### src/rtl/max_pool_ctrl.sv
// Signed KxK/stride-K max pooling over a row-major feature map; K-1 row line buffer.
// Result registered one cycle after the window-completing pixel; input stalls while an unaccepted result is held.
module max_pool2d #(
  parameter int K     = 2,
  parameter int WIDTH = 8
) (
  input  logic [K*K-1:0][WIDTH-1:0] win,
  output logic [WIDTH-1:0]          pool_max
);
  always_comb begin
    pool_max = win[0];
    for (int i = 1; i < K*K; i++) begin
      if ($signed(win[i]) > $signed(pool_max)) pool_max = win[i];
    end
  end
endmodule

module max_pool_ctrl #(
  parameter int K     = 2,
  parameter int WIDTH = 8,
  parameter int IMG_W = 8,
  parameter int IMG_H = 8
) (
  input  logic             clk,
  input  logic             rst,
  input  logic             start,
  input  logic             in_valid,
  output logic             in_ready,
  input  logic [WIDTH-1:0] in_data,
  output logic             out_valid,
  input  logic             out_ready,
  output logic [WIDTH-1:0] out_data,
  output logic             out_last,
  output logic             busy,
  output logic             done
);
  localparam int CW  = (IMG_W > 1) ? $clog2(IMG_W) : 1;
  localparam int RW  = (IMG_H > 1) ? $clog2(IMG_H) : 1;
  localparam int KW  = $clog2(K);
  localparam int LBN = (K-1)*IMG_W;
  localparam int LBW = (LBN > 1) ? $clog2(LBN) : 1;

  typedef enum logic [1:0] {IDLE, RUN, DRAIN} state_t;
  state_t state;

  logic [CW-1:0] col;
  logic [RW-1:0] row;
  logic [KW-1:0] col_k, row_k;

  logic [WIDTH-1:0] lbuf [LBN];
  logic [WIDTH-1:0] sr   [K-1];

  logic [K*K-1:0][WIDTH-1:0] win;
  logic [WIDTH-1:0]          pool_max;
  logic                      accept, emit, last_px;
  logic [LBW-1:0]            wr_idx;

  assign in_ready = (state == RUN) && (!out_valid || out_ready);
  assign busy     = (state != IDLE);
  assign accept   = in_valid && in_ready;
  assign emit     = accept && (row_k == KW'(K-1)) && (col_k == KW'(K-1));
  assign last_px  = (row == RW'(IMG_H-1)) && (col == CW'(IMG_W-1));
  assign wr_idx   = LBW'(int'(row_k)*IMG_W + int'(col));

  // Upper rows come from the line buffer, the bottom row from the shift register plus the live pixel.
  always_comb begin
    win = '0;
    for (int ky = 0; ky < K-1; ky++) begin
      for (int kx = 0; kx < K; kx++) begin
        win[ky*K+kx] = lbuf[LBW'(ky*IMG_W + kx + int'(col) - (K-1))];
      end
    end
    for (int kx = 0; kx < K-1; kx++) win[(K-1)*K+kx] = sr[kx];
    win[K*K-1] = in_data;
  end

  max_pool2d #(.K(K), .WIDTH(WIDTH)) u_pool (
    .win      (win),
    .pool_max (pool_max)
  );

  always_ff @(posedge clk) begin
    if (accept) begin
      if (row_k != KW'(K-1)) lbuf[wr_idx] <= in_data;
      for (int i = 0; i < K-2; i++) sr[i] <= sr[i+1];
      sr[K-2] <= in_data;
    end
  end

  always_ff @(posedge clk) begin
    if (rst) begin
      state     <= IDLE;
      col       <= '0;
      row       <= '0;
      col_k     <= '0;
      row_k     <= '0;
      out_valid <= 1'b0;
      out_data  <= '0;
      out_last  <= 1'b0;
      done      <= 1'b0;
    end else begin
      done <= 1'b0;
      if (out_valid && out_ready) out_valid <= 1'b0;
      case (state)
        IDLE: begin
          if (start) begin
            col   <= '0;
            row   <= '0;
            col_k <= '0;
            row_k <= '0;
            state <= RUN;
          end
        end
        RUN: begin
          if (accept) begin
            if (col == CW'(IMG_W-1)) begin
              col   <= '0;
              col_k <= '0;
              if (row == RW'(IMG_H-1)) begin
                row   <= '0;
                row_k <= '0;
              end else begin
                row   <= row + 1'b1;
                row_k <= (row_k == KW'(K-1)) ? '0 : row_k + 1'b1;
              end
            end else begin
              col   <= col + 1'b1;
              col_k <= (col_k == KW'(K-1)) ? '0 : col_k + 1'b1;
            end
            if (emit) begin
              out_valid <= 1'b1;
              out_data  <= pool_max;
              out_last  <= last_px;
            end
            if (last_px) state <= DRAIN;
          end
        end
        DRAIN: begin
          if (out_valid && out_ready && out_last) begin
            done  <= 1'b1;
            state <= IDLE;
          end
        end
        default: state <= IDLE;
      endcase
    end
  end
endmodule

### config.mk
export PLATFORM = sky130hd
export DESIGN_NAME = max_pool_ctrl
export DESIGN_NICKNAME = d
export VERILOG_FILES = /design/src/rtl/max_pool_ctrl.sv
export SDC_FILE = /design/constraint.sdc
export NUM_CORES = 1
export LEC_CHECK = 0
export ABC_AREA = 1
export BUFFER_PORTS_ARGS = -buffer_cell sky130_fd_sc_hd__buf_4
export CAP_MARGIN = 30
export CORE_ASPECT_RATIO = 0.5
export CORE_MARGIN = 5
export CORE_UTILIZATION = 51
export CTS_CLUSTER_DIAMETER = 100
export CTS_CLUSTER_SIZE = 14
export DETAILED_ROUTE_END_ITERATION = 6
export HOLD_SLACK_MARGIN = 0.12
export PLACE_DENSITY = 0.66
export SKIP_LAST_GASP = 1
export SLEW_MARGIN = 20
export SYNTH_ARGS = -nofsm -noshare
export SYNTH_HDL_FRONTEND = slang
export SYNTH_SLANG_ARGS = --single-unit
### constraint.sdc
create_clock -name clk -period 13.15 [get_ports clk]
set_clock_uncertainty 0.1 [all_clocks]
set_input_delay 2.63 -clock clk [delete_from_list [all_inputs] [get_ports clk]]
set_output_delay 2.63 -clock clk [all_outputs]
set_load 0.02 [all_outputs]
==> impl_results.md <==
* CP dominant cell by count: o21ai_0
* Synth area leaders: edfxtp_1 41%, dfxtp_1 7.9%, nand2_1 7.9%, ha_1 6.4%, o21ai_0 5.0%
* Vias in the first global route at between 4000 and 5000
* Outcome: completed
* Share of layout cells above drive strength 1 at between 10% and 20%
* WL final at between 10000 and 15000 um
* CTS buffer count at 9
* Ports at 26
* Residual DRC at 0
* Final Setup Violations at 0
* Most frequent cells after synthesis: 111 x nand2_1, 72 x edfxtp_1, 65 x inv_1
* Syn_nets at 628
* Final nets at ~660
* Endpoints failing hold at 0
* Post-synth top area share at roughly two fifths
* Slew of the pin with the lowest slew margin at roughly 1 ns
* Final Max Tran Viols at 0
* Total iterations of the first detailed-routing run at 5
* Largest net degree at the start of global routing at 56
* Dpl cell area at around 0.0056 mm2
* Max Cap Viol at 0
* Buffers and inverters on the worst path at 5
* Max incr delay on CP at roughly 0.9 ns
* Max Fclk at 127 MHz
* Arr. time, crit path at between 8 and 9 ns
* Die Y at roughly 82 um
* Global-route congestion overflow total at 0
* Met1 Wirelength at 6500 um
* Core area at 0.0102 mm2
* Max_slew headroom at about a third
* Share of flip-flops with an asynchronous set or reset at 0%
* Initial antenna violation count at 0
* Element type at the critical path start: flip-flop
* Top_reg_cell synth: edfxtp_1
* Final Wtd Congestion at 0.915
* Worst setup EP type: flip-flop
* Diode count at 0
* Hold WS at ~0.38 ns
* Post CTS Setup Buffer Count at 0
* Post-cts sizing count at 0
* Class of the worst hold path: reg -> reg
* Worst-Skew Late Latency at 0.34 ns
* Met3 routed WL at between 1000 and 1500 um
* Vias at 4305
* Die Wd at 154 um
* Post-Syn Area per Cell at 9.02 um2
* Met2 Wirelength at approximately 6000 um
* Final min period at about 7.9 ns
* Unique masters post-synth at 44
* Slowest CP cell: ha_1
* Synth area leader: edfxtp_1
* IO Port Bufs at 25
* Hold_buf cts at 0
* Starting Density at a little over half
* Worst-path clk slew at around 0.07 ns
* Area Growth Syn to Fin at 12.0%
* CP top delay family: compound AO/OA/AOI/OAI gates
* Number of flops mapped to enable cells by yosys at 72
* DR iter-0 viols at between 300 and 400
* Site Rows at 26
* WL per Instance at ~18 um
* RSZ-0062 raised after global routing: false
* Crit Path Class: reg -> reg
* Cell Area, Synth at between 0.005 and 0.006 mm2
* Seq/Total Area, Yosys at about half
* ANT nets after route at 0
* Die footprint at between 0.01 and 0.015 mm2
* FF+latch count, synth at between 90 and 100
* Synth Warn # at 0
* CTS tree: done
* Max clock buf depth at 2
* Setup TNS Final at 0 ns
* Top layer used by detailed routing: met4
* Syn Inst Count at about 590
* Dpl hpwl at 10100 um
* H-tree depth at 3
* Drt via density at 5.66
* Final Instance Area at roughly 0.0059 mm2
* Most numerous cell in the Yosys netlist: nand2_1
* Final Cycle Share at roughly three fifths
* First-pass GRT wire length at ~22000 um
* CP Max Fanout at 55
* Clock root buffer: clkbuf_16
* All-layer global routing usage at 22.6%
* Num Clock Sinks at between 90 and 100
* Worst Path Required at between 10 and 15 ns
## per-stage QoR
| stage | instances | util, % | worst slack (ns) |
|---|---|---|---|
| floorplan | 588 | - | 6.81 |
| detailed placement | 741 | 55.0 | 5.39 |
| finish | 760 | 58.3 | 5.26 |
| global route | 760 | 58.3 | 4.43 |
| global placement | 737 | 54.6 | 5.56 |
| CTS | 757 | 58.2 | 5.35 |
## cells in the final DEF, fill, tap and decap left out, types with 9 or more instances in the layout
master and n:
nand2_1 111, o21ai_1 11, nand4_1 17, o21ai_0 53
ha_1 27, buf_4 31, nor2_1 41, nand3_1 16
inv_1 65, a221oi_1 9, clkbuf_16 11, nand2_2 14
o22ai_1 10, dfxtp_1 20, edfxtp_1 72, a21oi_1 34
## routing by layer
layer	up-vias	global-route usage [%]
met2	190	35.9
met3	20	6.04
li1	2102	-
met4	0	6.26
met1	1993	31.2
met5	-	0
## path summary, 6_finish.rpt
path | start | cells after the start | endpoint | slack, ns
worst max-delay path | col[0]$_SDFFE_PP0P_ | 37 | out_data[0]$_SDFFE_PP0P_ | 5.26
worst min-delay path | state[0]$_SDFFE_PP0P_ | 1 | done$_SDFF_PP0_ | 0.38
worst max register to register | col[0]$_SDFFE_PP0P_ | 37 | out_data[0]$_SDFFE_PP0P_ | 5.26
worst min register to register | state[0]$_SDFFE_PP0P_ | 1 | done$_SDFF_PP0_ | 0.38
## flip-flops by register name, indices dropped and copies added, names as in the netlist
register / cells
lbuf: 64
out_data: 8
sr: 8
col: 3
row: 3
state: 2
col_k: 1
done: 1
out_last: 1
out_valid: 1
row_k: 1
## layout make-up
class / count / area (um2)
fill: 886 / 4240
sequential: 93 / 2580
multi-input combinational: 402 / 2310
clock buffer: 12 / 289
inverter: 74 / 283
timing repair buffer: 35 / 265
tap: 140 / 175
clock inverter: 4 / 31.3
## kinds of logic (layout without fill, tap and decap cells)
kind of cell	Yosys count	count (layout)	share of synthesized area, %
simple gates	231	231	20.6
compound gates	143	143	15.9
flops	93	93	48.7
buf+inv	93	125	7.91
fa+ha+maj	27	27	6.37
xor+xnor	1	1	0.519
Power is left out: the tool's default activity adds up to more than one toggle a clock period on the data nets, which glitch-free logic cannot reach.
